<file path="config.mk">
export PLATFORM = sky130hd
export DESIGN_NAME = dma_source_device_flat
export DESIGN_NICKNAME = d
export VERILOG_FILES = /design/src/rtl/dma_source_device_if.sv /design/src/rtl/dma_source_device.sv /design/src/flat_wrapper.sv
export SDC_FILE = /design/constraint.sdc
export NUM_CORES = 1
export LEC_CHECK = 0
export ABC_AREA = 0
export CELL_PAD_IN_SITES_DETAIL_PLACEMENT = 0
export CELL_PAD_IN_SITES_GLOBAL_PLACEMENT = 1
export CORE_ASPECT_RATIO = 0.6
export CORE_UTILIZATION = 54
export DETAILED_ROUTE_END_ITERATION = 10
export PLACE_DENSITY_LB_ADDON = 0.1
export SYNTH_ARGS = -nofsm -noshare
export SYNTH_HDL_FRONTEND = slang
export SYNTH_SLANG_ARGS = --single-unit
export TNS_END_PERCENT = 50
</file>
<file path="constraint.sdc">
create_clock -name i_clk -period 5.5 [get_ports i_clk]
set_clock_uncertainty 0.15 [all_clocks]
set_input_delay 0.55 -clock i_clk [delete_from_list [all_inputs] [get_ports i_clk]]
set_output_delay 0.55 -clock i_clk [all_outputs]
set_load 0.01 [all_outputs]
</file>
<file path="src/rtl/dma_source_device_if.sv">
// Signal bundle between dma_source_device, its ingest source and the DMA controller.
// The slave modport is the device's view; master is the environment's view.
interface dma_source_device_if #(
  parameter int BURST = 4,
  parameter int IDX_W = 4
);
  logic                fill_valid;
  logic [15:0]         fill_data;
  logic                fill_ready;
  logic                dma_begin_interrupt;
  logic [IDX_W-1:0]    dma_idx;
  logic [16*BURST-1:0] dma_data;
  logic                dma_writeM2;
  logic                M2busy;
  logic                dma_end_interrupt;
  logic                dev_busy;
  logic                xfer_error;

  modport master (
    output fill_valid, fill_data, dma_idx, dma_writeM2, M2busy, dma_end_interrupt,
    input  fill_ready, dma_begin_interrupt, dma_data, dev_busy, xfer_error
  );

  modport slave (
    input  fill_valid, fill_data, dma_idx, dma_writeM2, M2busy, dma_end_interrupt,
    output fill_ready, dma_begin_interrupt, dma_data, dev_busy, xfer_error
  );
endinterface

</file>
<file path="src/rtl/dma_source_device.sv">
// I/O device upstream of a DMA controller: buffers LENGTH ingest words, pulses the
// begin interrupt, serves BURST-word slices by index and supervises the transfer.
module dma_source_device #(
  parameter int LENGTH        = 12,
  parameter int BURST         = 4,
  parameter int TRIGGER_DELAY = 3,
  parameter int TIMEOUT       = 64,
  parameter int IDX_W         = 4
) (
  input  logic                i_clk,
  input  logic                i_reset,
  dma_source_device_if.slave  io_bus
);

  localparam int AW        = (LENGTH > 1) ? $clog2(LENGTH) : 1;
  localparam int NBEATS    = LENGTH / BURST;
  localparam int BEATS_MAX = NBEATS + 1;
  localparam int BW        = $clog2(BEATS_MAX + 1);
  localparam int DW        = (TRIGGER_DELAY > 0) ? $clog2(TRIGGER_DELAY + 1) : 1;
  localparam int TW        = $clog2(TIMEOUT + 1);
  localparam int SUM_W     = $clog2((1 << IDX_W) + BURST);

  typedef enum logic [1:0] {
    ST_FILL = 2'd0,
    ST_WAIT = 2'd1,
    ST_IRQ  = 2'd2,
    ST_XFER = 2'd3
  } state_t;

  state_t              r_state;
  state_t              w_next_state;
  logic [AW-1:0]       r_wr_ptr;
  logic [BW-1:0]       r_beats;
  logic [DW-1:0]       r_delay;
  logic [TW-1:0]       r_tmo;
  logic                r_xfer_error;
  logic [15:0]         r_buf [LENGTH];

  logic                w_accept;
  logic                w_last_accept;
  logic                w_beat;
  logic                w_end;
  logic                w_timeout;
  logic                w_delay_done;
  logic [SUM_W-1:0]    w_sum;
  logic [16*BURST-1:0] w_dma_data;

  assign w_accept      = (r_state == ST_FILL) && io_bus.fill_valid;
  assign w_last_accept = w_accept && (r_wr_ptr == AW'(LENGTH - 1));
  assign w_beat        = (r_state == ST_XFER) && io_bus.dma_writeM2 && !io_bus.M2busy;
  assign w_end         = (r_state == ST_XFER) && io_bus.dma_end_interrupt;
  // The end interrupt takes priority over a timeout landing in the same cycle.
  assign w_timeout     = (r_state == ST_XFER) && !io_bus.dma_end_interrupt &&
                         (r_tmo == TW'(TIMEOUT - 1));
  assign w_delay_done  = (r_state == ST_WAIT) && (r_delay == DW'(TRIGGER_DELAY - 1));

  always_ff @(posedge i_clk) begin
    if (i_reset) begin
      r_state <= ST_FILL;
    end else begin
      r_state <= w_next_state;
    end
  end

  always_comb begin
    w_next_state = r_state;
    case (r_state)
      ST_FILL: begin
        if (w_last_accept) begin
          if (TRIGGER_DELAY == 0) begin
            w_next_state = ST_IRQ;
          end else begin
            w_next_state = ST_WAIT;
          end
        end else begin
          w_next_state = ST_FILL;
        end
      end
      ST_WAIT: begin
        if (w_delay_done) begin
          w_next_state = ST_IRQ;
        end else begin
          w_next_state = ST_WAIT;
        end
      end
      ST_IRQ: begin
        w_next_state = ST_XFER;
      end
      ST_XFER: begin
        if (w_end || w_timeout) begin
          w_next_state = ST_FILL;
        end else begin
          w_next_state = ST_XFER;
        end
      end
      default: begin
        w_next_state = ST_FILL;
      end
    endcase
  end

  always_comb begin
    io_bus.fill_ready          = 1'b0;
    io_bus.dma_begin_interrupt = 1'b0;
    io_bus.dev_busy            = 1'b1;
    case (r_state)
      ST_FILL: begin
        io_bus.fill_ready = 1'b1;
        io_bus.dev_busy   = 1'b0;
      end
      ST_WAIT: begin
        io_bus.dev_busy = 1'b1;
      end
      ST_IRQ: begin
        io_bus.dma_begin_interrupt = 1'b1;
      end
      ST_XFER: begin
        io_bus.dev_busy = 1'b1;
      end
      default: begin
        io_bus.dev_busy = 1'b1;
      end
    endcase
  end

  always_ff @(posedge i_clk) begin
    if (i_reset) begin
      r_wr_ptr     <= '0;
      r_beats      <= '0;
      r_delay      <= '0;
      r_tmo        <= '0;
      r_xfer_error <= 1'b0;
    end else begin
      if (w_accept) begin
        if (w_last_accept) begin
          r_wr_ptr <= '0;
        end else begin
          r_wr_ptr <= r_wr_ptr + AW'(1);
        end
      end else if (w_end || w_timeout) begin
        r_wr_ptr <= '0;
      end

      if (r_state == ST_WAIT) begin
        r_delay <= r_delay + DW'(1);
      end else begin
        r_delay <= '0;
      end

      // beats saturates one past the expected count so overruns can never alias a good total.
      if ((r_state == ST_XFER) && !(w_end || w_timeout)) begin
        r_tmo <= r_tmo + TW'(1);
        if (w_beat && (r_beats != BW'(BEATS_MAX))) begin
          r_beats <= r_beats + BW'(1);
        end
      end else begin
        r_tmo   <= '0;
        r_beats <= '0;
      end

      if (w_end && (r_beats != BW'(NBEATS))) begin
        r_xfer_error <= 1'b1;
      end else if (w_timeout) begin
        r_xfer_error <= 1'b1;
      end else if (w_accept) begin
        r_xfer_error <= 1'b0;
      end
    end
  end

  // Buffer has no reset: contents survive Reset and are simply overwritten by the next fill.
  always_ff @(posedge i_clk) begin
    if (!i_reset && w_accept) begin
      r_buf[r_wr_ptr] <= io_bus.fill_data;
    end
  end

  always_comb begin
    w_dma_data = '0;
    w_sum      = '0;
    for (int k = 0; k < BURST; k++) begin
      w_sum = SUM_W'(io_bus.dma_idx) + SUM_W'(k);
      if (w_sum < SUM_W'(LENGTH)) begin
        w_dma_data[16*k +: 16] = r_buf[w_sum[AW-1:0]];
      end else begin
        w_dma_data[16*k +: 16] = 16'h0000;
      end
    end
  end

  assign io_bus.dma_data   = w_dma_data;
  assign io_bus.xfer_error = r_xfer_error;

endmodule

</file>
<file path="src/flat_wrapper.sv">
// flat-port wrapper written by rule: the top's interface ports become plain ports
module dma_source_device_flat 
#(
  parameter int LENGTH        = 12,
  parameter int BURST         = 4,
  parameter int TRIGGER_DELAY = 3,
  parameter int TIMEOUT       = 64,
  parameter int IDX_W         = 4
)
  (i_clk, i_reset, io_bus_fill_valid, io_bus_fill_data, io_bus_dma_idx, io_bus_dma_writeM2, io_bus_M2busy, io_bus_dma_end_interrupt, io_bus_fill_ready, io_bus_dma_begin_interrupt, io_bus_dma_data, io_bus_dev_busy, io_bus_xfer_error);
  dma_source_device_if #(.BURST(BURST), .IDX_W(IDX_W)) io_bus_i ();
  input  logic i_clk;
  input  logic i_reset;
  input wire logic [$bits(io_bus_i.fill_valid)-1:0] io_bus_fill_valid;
  input wire logic [$bits(io_bus_i.fill_data)-1:0] io_bus_fill_data;
  input wire logic [$bits(io_bus_i.dma_idx)-1:0] io_bus_dma_idx;
  input wire logic [$bits(io_bus_i.dma_writeM2)-1:0] io_bus_dma_writeM2;
  input wire logic [$bits(io_bus_i.M2busy)-1:0] io_bus_M2busy;
  input wire logic [$bits(io_bus_i.dma_end_interrupt)-1:0] io_bus_dma_end_interrupt;
  output wire logic [$bits(io_bus_i.fill_ready)-1:0] io_bus_fill_ready;
  output wire logic [$bits(io_bus_i.dma_begin_interrupt)-1:0] io_bus_dma_begin_interrupt;
  output wire logic [$bits(io_bus_i.dma_data)-1:0] io_bus_dma_data;
  output wire logic [$bits(io_bus_i.dev_busy)-1:0] io_bus_dev_busy;
  output wire logic [$bits(io_bus_i.xfer_error)-1:0] io_bus_xfer_error;
  assign io_bus_i.fill_valid = io_bus_fill_valid;
  assign io_bus_i.fill_data = io_bus_fill_data;
  assign io_bus_i.dma_idx = io_bus_dma_idx;
  assign io_bus_i.dma_writeM2 = io_bus_dma_writeM2;
  assign io_bus_i.M2busy = io_bus_M2busy;
  assign io_bus_i.dma_end_interrupt = io_bus_dma_end_interrupt;
  assign io_bus_fill_ready = io_bus_i.fill_ready;
  assign io_bus_dma_begin_interrupt = io_bus_i.dma_begin_interrupt;
  assign io_bus_dma_data = io_bus_i.dma_data;
  assign io_bus_dev_busy = io_bus_i.dev_busy;
  assign io_bus_xfer_error = io_bus_i.xfer_error;
  dma_source_device #(.LENGTH(LENGTH), .BURST(BURST), .TRIGGER_DELAY(TRIGGER_DELAY), .TIMEOUT(TIMEOUT), .IDX_W(IDX_W)) u_core (.i_clk(i_clk), .i_reset(i_reset), .io_bus(io_bus_i));
endmodule
</file>
Word-level counts from Yosys, hierarchy flattened

Memories as Yosys holds them, arrays and structs flattened.
Index checks and enable logic that the tools add are counted.
W data, S select, Z words.

Register bits: 19
RAM bits: 192
Bits of input ports: 26
Output and inout port bits: 68
Logic and storage cells: 69
Memories kept: 1

Memory list:

| memory       | words | bits a word | read ports | clocked after Yosys merged registers in | write ports | line                    | text |
|---|---|---|---|---|---|---|---|
| u_core.r_buf | 12    | 16          | 4          | 0                                       | 1           | dma_source_device.sv:37 | `logic [15:0] r_buf [LENGTH];` |

Add/subtract/negate cells: 7
Order comparisons: 4
Equal/unequal tests: 8
Mux-type cells: 19
Bitwise logic cells: 2
Reductions and logical operators: 22

Operators with widths:

| operator              | number |
|---|---|
| $mux W16              | 4 |
| $lt A5 B4 Y1 const B  | 3 |
| $logic_and A1 B1 Y1   | 12 |
| $mux W4               | 3 |
| $add A4 B2 Y5 const B | 2 |
| $mux W1               | 9 |
| $pmux W2 S4           | 1 |
| $add A7 B1 Y7 const B | 1 |
| $eq A7 B6 Y1 const B  | 1 |
| $eq A2 B2 Y1 const B  | 3 |
| $add A4 B1 Y5 const B | 1 |
| $add A4 B1 Y4 const B | 1 |
| $eq A4 B4 Y1 const B  | 1 |
| $logic_not A1 Y1      | 4 |
| $lt A4 B4 Y1 const B  | 1 |
| $mux W2               | 2 |
| $reduce_or A2 Y1      | 2 |
| $add A3 B1 Y3 const B | 1 |
| $ne A3 B2 Y1 const B  | 1 |
| $ne A3 B3 Y1 const B  | 1 |
| $reduce_bool A3 Y1    | 1 |
| $add A2 B1 Y2 const B | 1 |
| $eq A2 B1 Y1 const B  | 1 |
| $logic_not A2 Y1      | 1 |
| other kinds (3)       | 4 |

Logic depth before layout (Yosys ltp)

Word-level depth: 8
Mapped depth: 12
Mapped depth without buffers: 6

Least setup slack after synthesis

OpenSTA, ideal clock, no wires.

Path kind: input to output
Start: input port io_bus_dma_idx[0]
End: output port io_bus_dma_data[16]
Data arrival time: 2.876 ns
Required time: 4.800 ns
Setup slack: 1.924 ns
Cell stages on the path: 12
Buffers on the path: 7
Cells stage by stage: buf_4 -> buf_4 -> buf_2 -> buf_4 -> inv_1 -> ha_1 -> buf_2 -> buf_2 -> buf_2 -> mux4_2 -> nor2_1 -> a311oi_1

Cells in the longest elaborated chain, start to end: 3
Elaborated cells between the ends (all ways): 4
Those cells by class: 1 x add/sub; 1 x order compare; 1 x mux; 1 x memory

RTL lines:

| element                                         | line                     | text |
|---|---|---|
| start: declaration                              | flat_wrapper.sv:16       | `input wire logic [$bits(io_bus_i.dma_idx)-1:0] io_bus_dma_idx;` |
| $add A4 B1 Y5 *                                 | dma_source_device.sv:182 | `w_sum = SUM_W'(io_bus.dma_idx) + SUM_W'(k);` |
| $mem_v2 Z12 W16 or $lt A5 B4 Y1 (tied branches) | -                        |  |
| $mux W16 *                                      | dma_source_device.sv:183 | `if (w_sum < SUM_W'(LENGTH)) begin` |
| end: declaration                                | flat_wrapper.sv:22       | `output wire logic [$bits(io_bus_i.dma_data)-1:0] io_bus_dma_data;` |

Every way passes the cells marked *; elsewhere a longest branch is shown, timed or not.

Worst setup path after layout

Start: input port io_bus_dma_idx[0]
End: output port io_bus_dma_data[50]

Cells in the longest elaborated chain, start to end: 3
Elaborated cells between the ends (all ways): 4
Those cells by class: 1 x add/sub; 1 x order compare; 1 x mux; 1 x memory

RTL lines:

| element                                         | line |
|---|---|
| $add A4 B2 Y5 *                                 | dma_source_device.sv:182 |
| $mem_v2 Z12 W16 or $lt A5 B4 Y1 (tied branches) | - |
| $mux W16 *                                      | dma_source_device.sv:183 |

Marked as above.

==> results.rst <==
.. list-table::
   :header-rows: 1

   * - Metric
     - Value
   * - Result of the run
     - completed
   * - Die footprint
     - 24,420 µm²
   * - Synthesis-stage register bit count
     - 211
   * - Global router's overall resource usage
     - 0.3031
   * - Overflow left after global routing
     - 0
   * - Layout net count
     - 970
   * - Critical-path cell with the highest stage delay
     - sky130_fd_sc_hd__ha_4
   * - Longest Clk Path Bufs
     - 3
   * - Number of enable flip-flop cells after synthesis
     - 192
   * - Via total after detailed routing
     - 8,994
   * - Pin count of the biggest net entering global routing
     - 157
   * - Maximum single-stage delay on the critical path
     - 980 ps
   * - Clock-pin transition on the worst setup and hold timing paths
     - 60 ps
   * - Count of warnings emitted by yosys
     - 0
   * - Antenna-violating nets left
     - 0
   * - Async set-reset flop share out of synthesis
     - 0
   * - Maximum fanout along the worst path
     - 67
   * - WHS Path Cells
     - 1
   * - Setup repair after global routing missed its margin
     - false
   * - Leakage component of the power
     - 0.004855 µW
   * - Layout-stage area growth over the synthesis result
     - 14.25%
   * - Utilization of the core after routing
     - 0.6328
   * - Kind of capture point of the worst setup path
     - output port
   * - Vias in the first global route
     - 8,785
   * - Pre-CTS setup slack
     - 961.1 ps
   * - DRT iter0 DRCs
     - 1,228
   * - Class of the tightest hold or removal check
     - flip-flop to flip-flop
   * - Logic depth of the worst path, buffers included
     - 7
   * - Number of H-tree levels
     - 1
   * - Post-DP HPWL
     - 22.63 mm
   * - Final setup viols
     - 0
   * - Multi-input logic area
     - 6246 µm²
   * - Maximum frequency from static timing analysis
     - 0.2200 GHz
   * - Switching part of the total power
     - 0.2629
   * - TritonCTS buffer count
     - 22
   * - Synth Net Count
     - 903
   * - Final sum of negative setup slack
     - 0 ps
   * - Critical Path Start Type
     - input port
   * - Sink count of the clock tree
     - 211
   * - Seq. cell area
     - 6146 µm²
   * - Average vias per placed instance
     - 7.127
   * - Boundary Pins
     - 94
   * - Routability-driven placement congestion ratio
     - 0.8481
   * - Tightest hold margin
     - 276.8 ps
   * - Fraction of power consumed by sequential logic
     - 0.454
   * - Final period util
     - 0.8264
   * - CTS resizes
     - 0
   * - Routed wire length
     - 36.39 mm
   * - Cell variety after synth
     - 43
   * - Post-layout worst setup margin
     - 954.7 ps
   * - Required time reported for the critical path endpoint
     - 4800 ps
   * - Transition time at the pin with the least slew margin
     - 1281 ps
   * - Top cell family by delay on the critical path
     - buffers and inverters
   * - Root Buffer
     - sky130_fd_sc_hd__clkbuf_16
   * - Flip-flop cell with the highest count after synthesis
     - sky130_fd_sc_hd__edfxtp_1
   * - Final routed DRC violation total
     - 0
   * - Initial antenna violation count
     - 1
   * - Final slew viol count
     - 0
   * - Worst slew margin
     - 0.1461
   * - FF-to-FF path depth
     - 4
   * - Number of I/O port buffers
     - 93
   * - Power spent charging and discharging nets
     - 1029 µW
   * - Count of hold buffers inserted by post-cts repair
     - 0
   * - Width of the die
     - 201.1 µm
   * - Int Pwr
     - 2884 µW
   * - Diode insertion count for antenna repair
     - 0
   * - Post-Syn Area
     - 12,840 µm²
   * - Peak supply drop
     - 0.2455 mV
   * - # fillers
     - 1,665
   * - Critical path cell sequence
     - buf_8 -> inv_1 -> ha_4 -> mux4_2 -> nor2_1 -> a311oi_1 -> clkdlybuf4s50_1
   * - Clock latency at the later pin of the worst-skew pair
     - 510 ps
   * - Standard cell core area
     - 23,190 µm²
   * - Hold violation total from the final report
     - 0
   * - Buffers plus inverters on the worst setup path
     - 3
   * - Portion of total power attributed to the clock network
     - 0.352
   * - Mean routed wirelength per cell
     - 28.84 µm
   * - Share of final-layout standard cells stronger than drive strength 1
     - 0.2577
   * - Wire length of the first global-routing pass
     - 54.34 mm
   * - Initial Util
     - 0.5538
   * - Die extent in y
     - 121.5 µm
   * - TritonCTS clock tree
     - built
   * - Number of instances in the synthesized netlist
     - 864
   * - Max capacitance violation total
     - 0
   * - Post-CTS setup buffer count
     - 0
   * - Final critical delay including setup and external delays
     - 4545 ps
   * - CP arrival
     - 3850 ps
   * - Part of the power in combinational logic
     - 0.195
   * - Cell area power density
     - 266.7 nW/µm²
   * - Syn avg cell area
     - 14.86 µm²
   * - Start-to-end type of the worst setup path
     - input port to output port
   * - Share of synthesized area occupied by flip-flops and latches
     - 0.4786
   * - DRT Pass-1 Iters
     - 5
   * - Placement Rows
     - 43
## synth_stat cells, types with 2 or more instances
cell type                  count  share of area
sky130_fd_sc_hd__dfxtp_1      19          0.030
sky130_fd_sc_hd__a21oi_1      23         0.0090
sky130_fd_sc_hd__nand2_1      88          0.026
sky130_fd_sc_hd__a21boi_0      2         0.0012
sky130_fd_sc_hd__edfxtp_1    192           0.45
sky130_fd_sc_hd__mux4_2      164           0.29
sky130_fd_sc_hd__clkbuf_1     23         0.0067
sky130_fd_sc_hd__a211oi_1     17         0.0099
sky130_fd_sc_hd__xor2_1        5         0.0034
sky130_fd_sc_hd__a31oi_1       3         0.0015
sky130_fd_sc_hd__mux2i_1      46          0.036
sky130_fd_sc_hd__buf_6         2         0.0018
sky130_fd_sc_hd__buf_2        31          0.012
sky130_fd_sc_hd__nand2b_1      3         0.0015
sky130_fd_sc_hd__xnor2_1       8         0.0055
sky130_fd_sc_hd__nand3_1       4         0.0016
sky130_fd_sc_hd__a311oi_1     33          0.023
sky130_fd_sc_hd__nor2_1       56          0.016
sky130_fd_sc_hd__o22ai_1      16         0.0078
sky130_fd_sc_hd__and2_1       10         0.0049
sky130_fd_sc_hd__buf_1         4         0.0012
sky130_fd_sc_hd__nor3_1        7         0.0027
sky130_fd_sc_hd__ha_1         13          0.013
sky130_fd_sc_hd__o21ai_0      22         0.0086
sky130_fd_sc_hd__a32o_1        3         0.0023
sky130_fd_sc_hd__and3_1        8         0.0039
sky130_fd_sc_hd__buf_4        13         0.0076
sky130_fd_sc_hd__mux2_2        9         0.0079
sky130_fd_sc_hd__inv_1        24         0.0070
sky130_fd_sc_hd__buf_8         3         0.0035
## per-stage QoR
stage                     total power, µW  std cells  area (µm²)
after floorplan                      2266        864       12840
after global placement               2549       1222       14020
after detailed placement             2561       1222       14020
after CTS                            3920       1262       14670
after global routing                 4031       1262       14670
final                                3913       1262       14670
## routing by layer
layer | GRT usage | wire, µm
met5 | 0 | 12
met4 | 0.08826 | 891
met3 | 0.06284 | 4143
met2 | 0.4645 | 16580
met1 | 0.4417 | 14760
## cells by family after synthesis
logic type,share of synthesized area
buffers and inverters,0.04141
and+or+nand+nor,0.06148
AOI/OAI and AO/OA,0.06567
adders and majority gates,0.01267
xor gates and xnor gates,0.008866
muxes,0.3314
DFF,0.4786
## final cells by class
class                   count  area share
multi-input cells         552      0.4257
well taps                 315     0.02686
clock buffers              28     0.04050
clock inverters            12    0.003667
repair buffers            120     0.07828
inverters                  24    0.006140
flip-flops and latches    211      0.4189
## worst paths after layout
| kind | start | to | slack, ps |
|---|---|---|---|
| max reg2reg | u_core.r_state[1] | u_core.r_buf[3][6] | 2940 |
| min | u_core.r_delay[0] | u_core.r_delay[0] | 280 |
| min reg2reg | u_core.r_delay[0] | u_core.r_delay[0] | 280 |
| max | io_bus_dma_idx[0] | io_bus_dma_data[50] | 950 |
## registers in the layout, summed over array words and instances, names as in the netlist
register                  count
u_core.r_buf                192
u_core.r_tmo                  7
u_core.r_wr_ptr               4
u_core.r_beats                3
u_core.r_delay                2
u_core.r_state                2
u_core.io_bus.xfer_error      1
## power groups by stage
stage	combinational (µW)	sequential [µW]	clock [µW]
finish	761	1780	1380
detailed placement	752	1810	0
global placement	741	1810	0
global route	806	1780	1450
floorplan	460	1810	0
CTS	757	1780	1390
## cells in the final DEF, fill, tap and decap left out, drive strengths merged, types with 13 or more instances in the layout
cell and count:
edfxtp 192, mux4 164, clkdlybuf4s50 89, nand2 88
nor2 56, mux2i 46, a311oi 33, buf 31
clkbuf 28, inv 24, a21oi 23, o21ai 22
dfxtp 19, a211oi 17, o22ai 16, ha 13
(Power assumes the default switching activity.)
